$ cat src/rtl/branch_switch_pc_sequencer_pkg.sv
// ---------------------------------------------------------------------------
// branch_switch_pc_sequencer_pkg
//
// Shared definitions for the branch-network switch PC sequencer slice.
//
// Contents:
//   - Configuration-type opcodes used by the upstream branch switch
//     configuration reader. 11 = pc_max, 12 = pc_loop, 13 = net_mem.
//   - calc_thread_w(): derives the thread-id width from the thread count.
//   - ITER_W: width of the optional per-thread loop iteration counter.
//   - Reset values for the output stage (conf_valid / conf_* fields).
//
// Optional feature macro used by the files importing this package:
//   BRANCH_LOOP_COUNT_EN
// ---------------------------------------------------------------------------
package branch_switch_pc_sequencer_pkg;

    // Width of the configuration-type field in the reader's command stream.
    localparam int CFG_TYPE_W = 4;

    // Configuration-type opcodes. The reader decodes these into the
    // pc_max_we / pc_loop_we / net_mem_we strobes this block consumes.
    typedef enum logic [CFG_TYPE_W-1:0] {
        CFG_PC_MAX  = 4'd11,
        CFG_PC_LOOP = 4'd12,
        CFG_NET_MEM = 4'd13
    } branch_cfg_type_e;

    localparam logic [CFG_TYPE_W-1:0] OP_PC_MAX  = 4'd11;
    localparam logic [CFG_TYPE_W-1:0] OP_PC_LOOP = 4'd12;
    localparam logic [CFG_TYPE_W-1:0] OP_NET_MEM = 4'd13;

    // Loop iteration counter width (only used with BRANCH_LOOP_COUNT_EN).
    localparam int ITER_W = 16;

    // Output-stage reset values. Every conf_* field clears to zero and the
    // valid flag drops, so downstream never sees a stale word after reset.
    localparam logic RST_CONF_VALID = 1'b0;
    localparam int   RST_CONF_FIELD = 0;

    // Thread-id width. A single-thread build still needs a 1-bit field so
    // the port and RAM address concatenation stay legal.
    function automatic int calc_thread_w(input int num_threads);
        if (num_threads > 1) begin
            return $clog2(num_threads);
        end
        return 1;
    endfunction

endpackage

$ cat src/rtl/branch_switch_pc_sequencer_branch_conf_ram.sv
// ---------------------------------------------------------------------------
// branch_conf_ram
//
// Simple dual-port RAM holding the switch configuration words for every
// thread. One write port and one synchronous read port. The read port is
// read-first: a read and a write to the same address in the same cycle
// returns the previous contents.
//
// The read data register is the sequencer's conf_data output stage, so it
// carries a read enable (it holds while downstream stalls) and is cleared
// by the active-low synchronous reset. The array itself is never reset.
//
// Parameters:
//   DEPTH  number of words
//   WIDTH  word width
//   AW     address width
//
// Ports:
//   clk    clock, rising edge
//   rst    synchronous reset, active-low (clears rdata only)
//   we     write enable
//   waddr  write address
//   wdata  write data
//   re     read enable, loads rdata on the next edge
//   raddr  read address
//   rdata  registered read data
// ---------------------------------------------------------------------------
module branch_conf_ram #(
    parameter int DEPTH = 16,
    parameter int WIDTH = 24,
    parameter int AW    = (DEPTH > 1) ? $clog2(DEPTH) : 1
) (
    input  logic             clk,
    input  logic             rst,
    input  logic             we,
    input  logic [AW-1:0]    waddr,
    input  logic [WIDTH-1:0] wdata,
    input  logic             re,
    input  logic [AW-1:0]    raddr,
    output logic [WIDTH-1:0] rdata
);

    logic [WIDTH-1:0] mem [DEPTH];

    // Write port. Contents survive reset on purpose: configuration is
    // loaded once and reused across soft restarts.
    always_ff @(posedge clk) begin
        if (we) begin
            mem[waddr] <= wdata;
        end
    end

    // Read port. Both processes use non-blocking updates, so a same-edge
    // write is not yet visible here and the old word is returned.
    always_ff @(posedge clk) begin
        if (!rst) begin
            rdata <= '0;
        end else if (re) begin
            rdata <= mem[raddr];
        end
    end

endmodule

$ cat src/rtl/branch_switch_pc_sequencer.sv
// ---------------------------------------------------------------------------
// branch_switch_pc_sequencer
//
// Per-thread program-counter sequencer and configuration store for one
// CGRA branch-network switch. Consumes the pc_max / pc_loop / net_mem
// write strobes from the configuration reader. Each accepted step request
// emits the stepped thread's current configuration word and advances that
// thread's PC, wrapping from pc_max back to pc_loop.
//
// Optional feature (macro BRANCH_LOOP_COUNT_EN):
//   Adds output conf_iter and a 16-bit per-thread counter that counts how
//   many times the thread's PC took the pc_max -> pc_loop wrap.
//
// Parameters:
//   NUM_THREADS  hardware thread count
//   ADDR_W       PC / instruction address width
//   CONF_W       configuration word width
//
// Ports:
//   clk            clock, rising edge
//   rst            synchronous reset, active-low
//   pc_max         loop-end PC, written for thread_id on pc_max_we
//   pc_max_we      pc_max write strobe
//   pc_loop        loop-start PC, written for thread_id on pc_loop_we
//   pc_loop_we     pc_loop write strobe
//   thread_id      target thread of all configuration writes
//   net_mem_we     configuration RAM write strobe
//   net_mem_waddr  configuration RAM address within thread
//   net_mem_data   configuration word to write
//   pc_restart     force every thread PC to 0
//   step_valid     step request
//   step_thread    thread to step
//   step_ready     step accepted when step_valid && step_ready
//   conf_valid     output word valid
//   conf_ready     downstream accepts the output word
//   conf_data      configuration word of the stepped thread
//   conf_thread    thread that produced conf_data
//   conf_iter      (BRANCH_LOOP_COUNT_EN only) wrap count after this step
//   conf_pc        PC that produced conf_data
// ---------------------------------------------------------------------------
module branch_switch_pc_sequencer
    import branch_switch_pc_sequencer_pkg::*;
#(
    parameter int  NUM_THREADS = 8,
    parameter int  ADDR_W      = 1,
    parameter int  CONF_W      = 24,
    localparam int THREAD_W    = calc_thread_w(NUM_THREADS)
) (
    input  logic                clk,
    input  logic                rst,
    input  logic [ADDR_W-1:0]   pc_max,
    input  logic                pc_max_we,
    input  logic [ADDR_W-1:0]   pc_loop,
    input  logic                pc_loop_we,
    input  logic [THREAD_W-1:0] thread_id,
    input  logic                net_mem_we,
    input  logic [ADDR_W-1:0]   net_mem_waddr,
    input  logic [CONF_W-1:0]   net_mem_data,
    input  logic                pc_restart,
    input  logic                step_valid,
    input  logic [THREAD_W-1:0] step_thread,
    output logic                step_ready,
    output logic                conf_valid,
    input  logic                conf_ready,
    output logic [CONF_W-1:0]   conf_data,
    output logic [THREAD_W-1:0] conf_thread,
`ifdef BRANCH_LOOP_COUNT_EN
    output logic [ITER_W-1:0]   conf_iter,
`endif
    output logic [ADDR_W-1:0]   conf_pc
);

    localparam int PC_SLOTS  = 1 << ADDR_W;
    localparam int RAM_DEPTH = NUM_THREADS * PC_SLOTS;
    localparam int RAM_AW    = THREAD_W + ADDR_W;

    // Per-thread architectural state.
    logic [ADDR_W-1:0] pc_q      [NUM_THREADS];
    logic [ADDR_W-1:0] pc_max_q  [NUM_THREADS];
    logic [ADDR_W-1:0] pc_loop_q [NUM_THREADS];

    // Stepped-thread view of that state.
    logic [ADDR_W-1:0] cur_pc;
    logic [ADDR_W-1:0] cur_max;
    logic [ADDR_W-1:0] cur_loop;
    logic [ADDR_W-1:0] nxt_pc;
    logic              wrap_hit;
    logic              step_accept;

    // A new step may enter whenever the output register is empty or is
    // being drained this cycle. Restart and reset both block acceptance so
    // a step can never race the PC clear.
    assign step_ready  = rst && !pc_restart && (!conf_valid || conf_ready);
    assign step_accept = step_valid && step_ready;

    // Next-PC selection for the stepped thread. The comparison uses the
    // registered loop bounds, so a same-cycle config write only affects
    // later steps. With pc_loop > pc_max the increment simply wraps modulo
    // 2^ADDR_W until it reaches pc_max.
    always_comb begin
        cur_pc   = pc_q[step_thread];
        cur_max  = pc_max_q[step_thread];
        cur_loop = pc_loop_q[step_thread];
        wrap_hit = (cur_pc == cur_max);
        nxt_pc   = wrap_hit ? cur_loop : cur_pc + ADDR_W'(1);
    end

    // Loop bound registers. The two strobes are independent and may fire
    // together, for the same thread_id.
    always_ff @(posedge clk) begin
        if (!rst) begin
            for (int i = 0; i < NUM_THREADS; i++) begin
                pc_max_q[i]  <= '0;
                pc_loop_q[i] <= '0;
            end
        end else begin
            if (pc_max_we) begin
                pc_max_q[thread_id] <= pc_max;
            end
            if (pc_loop_we) begin
                pc_loop_q[thread_id] <= pc_loop;
            end
        end
    end

    // Program counters. Restart takes priority, although step_ready already
    // keeps a step from being accepted in the same cycle.
    always_ff @(posedge clk) begin
        if (!rst) begin
            for (int i = 0; i < NUM_THREADS; i++) begin
                pc_q[i] <= '0;
            end
        end else if (pc_restart) begin
            for (int i = 0; i < NUM_THREADS; i++) begin
                pc_q[i] <= '0;
            end
        end else if (step_accept) begin
            pc_q[step_thread] <= nxt_pc;
        end
    end

    // Output stage control. The word stays valid and stable until
    // downstream takes it. Restart leaves it alone. Reset drops it.
    always_ff @(posedge clk) begin
        if (!rst) begin
            conf_valid  <= RST_CONF_VALID;
            conf_thread <= THREAD_W'(RST_CONF_FIELD);
            conf_pc     <= ADDR_W'(RST_CONF_FIELD);
        end else if (step_accept) begin
            conf_valid  <= 1'b1;
            conf_thread <= step_thread;
            conf_pc     <= cur_pc;
        end else if (conf_ready) begin
            conf_valid  <= 1'b0;
        end
    end

    // Configuration store. Its read register is the conf_data field of the
    // output stage, loaded only on an accepted step.
    branch_conf_ram #(
        .DEPTH (RAM_DEPTH),
        .WIDTH (CONF_W),
        .AW    (RAM_AW)
    ) u_conf_ram (
        .clk   (clk),
        .rst   (rst),
        .we    (net_mem_we),
        .waddr ({thread_id, net_mem_waddr}),
        .wdata (net_mem_data),
        .re    (step_accept),
        .raddr ({step_thread, cur_pc}),
        .rdata (conf_data)
    );

`ifdef BRANCH_LOOP_COUNT_EN
    logic [ITER_W-1:0] iter_q [NUM_THREADS];
    logic [ITER_W-1:0] cur_iter;
    logic [ITER_W-1:0] iter_inc;

    // The counter of the stepped thread after this step. The +1 wraps
    // naturally from 0xFFFF to 0.
    always_comb begin
        cur_iter = iter_q[step_thread];
        iter_inc = cur_iter + ITER_W'(1);
    end

    // Per-thread wrap counters. Cleared by restart like the PCs, since a
    // restart starts every thread's loop from scratch.
    always_ff @(posedge clk) begin
        if (!rst) begin
            for (int i = 0; i < NUM_THREADS; i++) begin
                iter_q[i] <= '0;
            end
        end else if (pc_restart) begin
            for (int i = 0; i < NUM_THREADS; i++) begin
                iter_q[i] <= '0;
            end
        end else if (step_accept && wrap_hit) begin
            iter_q[step_thread] <= iter_inc;
        end
    end

    // Post-increment count, registered alongside conf_data so the two
    // always describe the same step.
    always_ff @(posedge clk) begin
        if (!rst) begin
            conf_iter <= ITER_W'(RST_CONF_FIELD);
        end else if (step_accept) begin
            conf_iter <= wrap_hit ? iter_inc : cur_iter;
        end
    end
`else
    // Loop counting disabled: no counters and no conf_iter port.
`endif

endmodule

$ cat config.mk
export PLATFORM = sky130hd
export DESIGN_NAME = branch_switch_pc_sequencer
export DESIGN_NICKNAME = d
export VERILOG_FILES = /design/src/rtl/branch_switch_pc_sequencer_pkg.sv /design/src/rtl/branch_switch_pc_sequencer_branch_conf_ram.sv /design/src/rtl/branch_switch_pc_sequencer.sv
export SDC_FILE = /design/constraint.sdc
export NUM_CORES = 1
export LEC_CHECK = 0
export CAP_MARGIN = 40
export CORE_ASPECT_RATIO = 0.75
export CORE_MARGIN = 3
export CORE_UTILIZATION = 35
export CTS_BUF_LIST = sky130_fd_sc_hd__clkbuf_4 sky130_fd_sc_hd__clkbuf_8 sky130_fd_sc_hd__clkbuf_16
export DETAILED_ROUTE_END_ITERATION = 12
export HOLD_SLACK_MARGIN = 0.15
export REMOVE_ABC_BUFFERS = 1
export SLEW_MARGIN = 30
export SYNTH_ARGS = -nofsm -noshare
export SYNTH_HDL_FRONTEND = slang
export SYNTH_SLANG_ARGS = --single-unit
$ cat constraint.sdc
create_clock -name clk -period 3.1 [get_ports clk]
set_clock_uncertainty 0.2 [all_clocks]
set_input_delay 0.465 -clock clk [delete_from_list [all_inputs] [get_ports clk]]
set_output_delay 0.465 -clock clk [all_outputs]
set_load 0.02 [all_outputs]
# Word level (Yosys, flattened, before mapping)
# Memory sizes are Yosys's and may differ from the RTL's. A register that Yosys moved wholly into a read port is not among the register bits.
# Cells that the tools add are included.
[totals]
register_bits = 5
mem_bits_rw = 408
inputBits = 41
output_inout_bits = 30
word_cells = 64
n_memories = 4
[classes]
addsub = 1
n_eq_ne = 1
mux = 36
n_bitwise = 8
reduce_logical = 11
[memory_table]
columns = ["name", "depth", "word_bits", "rd", "rd_clocked_by_memory_dff", "wr", "line", "rtl"]
rows = [
  ["u_conf_ram.mem", 16, 24, 1, 1, 1, "branch_switch_pc_sequencer_branch_conf_ram.sv:43", "logic [WIDTH-1:0] mem [DEPTH];"],
  ["pc_loop_q", 8, 1, 1, 0, 8, "branch_switch_pc_sequencer.sv:80", "logic [ADDR_W-1:0] pc_loop_q [NUM_THREADS];"],
  ["pc_max_q", 8, 1, 1, 0, 8, "branch_switch_pc_sequencer.sv:79", "logic [ADDR_W-1:0] pc_max_q [NUM_THREADS];"],
  ["pc_q", 8, 1, 1, 0, 8, "branch_switch_pc_sequencer.sv:78", "logic [ADDR_W-1:0] pc_q [NUM_THREADS];"],
]
[op_table]
columns = ["operator", "count"]
rows = [
  ["two-way mux 1 bit", 33],
  ["two-way mux 3 bit", 3],
  ["bitwise OR 1 bit", 8],
  ["logical AND 1 bit", 3],
  ["zero test 1 bit", 3],
  ["OR reduction 1 bit", 3],
  ["nonzero test 2 bit", 1],
  ["adder 1 bit, second input constant", 1],
  ["equality test 1 bit", 1],
  ["logical OR 1 bit", 1],
]

# Logic depth before layout (Yosys ltp)
[logic_depth]
word_depth = 10
depth_mapped = 10
depth_no_buf = 6

# By module
# Synthesis repeated with hierarchy kept, for this count alone.
[unflattened]
hier_cells = 1068
area_unflattened_um2 = 17374.2
[modules_own_cells]
columns = ["module", "n_inst", "cells_each", "area_each_um2", "seq_area_each_um2"]
rows = [
  ["branch_conf_ram", 1, 896, 15682.5, 12011.5],
  ["branch_switch_pc_sequencer", 1, 172, 1691.6, 610.6],
]

# Worst setup path before layout
# No wires, ideal clock.
[synth_timing]
path_type = "input to register"
from = "input step_thread[0]"
to = "memory pc_q[1]"
setup_ps = 116
arrival_ps = 3040
t_required_ps = 2784
slack_ps = -256
cell_stages = 10
n_path_buf = 4
cell_sequence = "buf_6 -> buf_4 -> buf_2 -> buf_2 -> mux4_2 -> mux2_2 -> ha_1 -> a21oi_1 -> nor2_1 -> a31o_2"
[synth_lines]
columns = ["item", "line", "rtl"]
rows = [
  ["start, declared", "branch_switch_pc_sequencer.sv:61", "input logic [THREAD_W-1:0] step_thread,"],
  ["end, declared", "branch_switch_pc_sequencer.sv:78", ""],
]

==> results.md <==
- Reg-to-reg critical path startpoint: pc_q[3]$_DFF_P_
- DRT iter0 DRCs: 951
- Setup bufs post-CTS: 0
- Unrepaired setup endpoints after global routing: false
- Overall routing resource usage: 16.2%
- Mapped Area: 16,900 um2
- Run status: complete, no violations
- Power Density: 627 nW/um2
- Flip-flop and latch count after synthesis: 437
- Hold Crit Start: pc_q[0]$_DFF_P_
- Worst-skew pair later-pin latency: 0.54 ns
- Final hold viol count: 0
- Startpoint types: input port
- Tightest Pin Transition: 0.759 ns
- RD Place Congestion: 0.750
- Pre-CTS setup slack: -0.0224 ns
- # resized after CTS: 0
- CP Class: input port to flip-flop
- Post-synthesis sequential area ratio: 74.8%
- CP top delay family: buffers and inverters
- FMAX: 389 MHz
- Post-Route Setup TNS: 0 ns
- Placed cells: 1,647
- Slowest library cell on the worst path: clkdlybuf4s50_1
- Rows: 68
- Die W: 259 um
- Initial antenna violation count: 1
- HPWL after DPL: 23,100 um
- Final worst slack: 0.531 ns
- Critical Path Fanout Max: 17
- Port Buffers: 70
- Post-synth EDFFs: 387
- Setup violators final: 0
- Vias per inst: 5.40
- Worst Hold Class: flip-flop to flip-flop
- DR pass1 iterations: 5
- Most frequent CP cell: buf_4
- Antenna viol nets, final: 0
- Clk buf depth: 3
- Total Power: 12.7 mW
- Final net count: 1,104
- Number of distinct library cells after synthesis: 44
- Max Cap Viol: 0
- Diodes inserted: 0
- Max rail drop VDD: 0.310 mV
- CP Data Required Time: 3.33 ns
- I/O pin total: 71
- DRC errors left: 0
- Share of layout cells above drive strength 1: 22.2%
- Synth warn: 0
- Core area: 46,800 um2
- Vias: 9,312
- CTS H-Tree Depth: 2
- Pleak: 6.47 nW
- TritonCTS Buffers: 43
- Async set-or-reset flop fraction in the synthesized netlist: 0%
- Critical-path cell list: clkdlybuf4s50_1 > buf_4 > mux4_2 > mux2_2 > ha_1 > a21oi_1 > buf_4 > nor2_1 > a31o_2
- Top_reg_cell synth: edfxtp_1
- Starting Density: 36.0%
- Hold-fix buffers, CTS: 0
- Die H: 196 um
- Worst setup EP type: flip-flop
- Clk root buf: clkbuf_16
- Synth-to-Final Area Change: 20.0%
- GR Overflow Total: 0
- CP peak stage delay: 0.53 ns
- Die Area: 50,900 um2
- Fin crit period: 2.57 ns
- Final wirelength: 41,400 um
- Max-slew headroom: 49.2%
- Finished Layout Cells: 1,724
- CTS tree: done
- Arr. time, crit path: 2.80 ns
- Period utilisation layout: 82.9%
- Largest net degree at the start of global routing: 72
- First-pass GRT wire length: 60,900 um
- Mapped Avg Cell Area: 17.6 um2
- Max Slew Vio Count: 0
- Critical path buffers and inverters: 3
- Cells after Synth: 956
- Clock Pin Slew Worst Setup and Hold Paths: 0.06 ns
- WL per Instance: 24.0 um
- Number of global-route vias before repair: 9,036
- Clock sink count: 437
- Setup crit start: step_thread[1]
## cell usage after synthesis (all sizes together) (12+ instances only)
cell type | instances | area, um2
a21boi | 20 | 150
a221oi | 13 | 114
a22oi | 13 | 97.6
a31o | 12 | 105
buf | 29 | 159
clkbuf | 36 | 136
dfxtp | 50 | 1000
edfxtp | 387 | 11600
mux2 | 13 | 146
mux2i | 43 | 430
mux4 | 64 | 1440
nand2 | 57 | 214
nor2 | 58 | 218
nor2b | 14 | 87.6
nor3 | 13 | 65.1
o21ai | 43 | 215
## kinds of logic (layout without fill, tap and decap cells)
logic type | after synthesis | count (layout) | synth area share [%]
flip-flops | 437 | 437 | 74.8
AO/OA/AOI/OAI | 167 | 167 | 6.98
AND/OR/NAND/NOR | 166 | 166 | 4.38
multiplexers | 120 | 120 | 12.0
buffers and inverters | 65 | 203 | 1.75
adder cells (fa/ha/maj) | 1 | 1 | 0.0742
## registers in the layout (all words and copies together) (netlist names)
name              count
conf_pc               1
conf_thread           3
conf_valid            1
pc_loop_q             8
pc_max_q              8
pc_q                  8
u_conf_ram.mem      384
u_conf_ram.rdata     24
## power by group
part	internal, mW	switching, mW
sequential	6.54	0.0495
combinational	0.311	0.441
clock	3.21	2.14
## layout by cell type, fill, tap and decap left out, types with 3 or more instances in the layout
master / n
clkbuf_4: 17
bufinv_16: 5
dfxtp_1: 50
a31o_2: 12
buf_4: 39
a21boi_0: 20
o21ai_0: 43
mux4_2: 63
nand3_1: 3
nor3_1: 13
nand2b_1: 8
o221ai_1: 11
nand2_1: 57
nor2_1: 42
mux2_2: 13
o32ai_1: 11
mux2i_1: 43
buf_12: 17
clkinv_2: 4
nor2_4: 11
a22oi_1: 13
clkdlybuf4s50_1: 67
nor2_2: 5
a21oi_1: 3
nor2b_1: 14
a211oi_1: 11
edfxtp_1: 387
a221oi_1: 13
a31oi_1: 11
clkbuf_8: 3
o22ai_1: 11
clkbuf_16: 43
## layout make-up
type	count	area (um2)
Clock buffer	63	1240
Clock inverter	14	201
Tap cell	630	788
Fill cell	4061	26600
Multi-Input combinational cell	454	4050
Sequential cell	437	12600
Timing Repair Buffer	126	1330
## worst paths after layout
path / end / slack, ns / depth (start not counted)
min: pc_q[0]$_DFF_P_ / 0.26 / 2
min reg2reg: pc_q[0]$_DFF_P_ / 0.26 / 2
max reg2reg: u_conf_ram.rdata[15]$_SDFFE_PN0P_ / 0.61 / 6
max: pc_q[1]$_DFF_P_ / 0.53 / 9
## metal layers
layer,vias up,GRT usage (%),part of all wire (%)
li1,4051,-,-
met1,4841,26.1,48
met2,365,22.5,42
met3,55,2.89,7.6
met4,0,3.65,1.7
met5,-,0,0
## worst min-delay path, delay by kind of cell, from the launching register on
kind | cells | cell delay (ns)
flops | 1 | 0.31
simple gates | 1 | 0.05
mux | 1 | 0.05
## through the flow
step	area [um2]	hold slack [ns]	utilization [%]
final	20200	0.260	43.2
after global routing	20200	0.293	43.2
after CTS	20200	0.262	43.2
after detailed placement	18800	0.255	40.1
after global placement	18800	0.244	40.1
after floorplan	16600	0.234	-
Power figures use the tool's default switching activity.
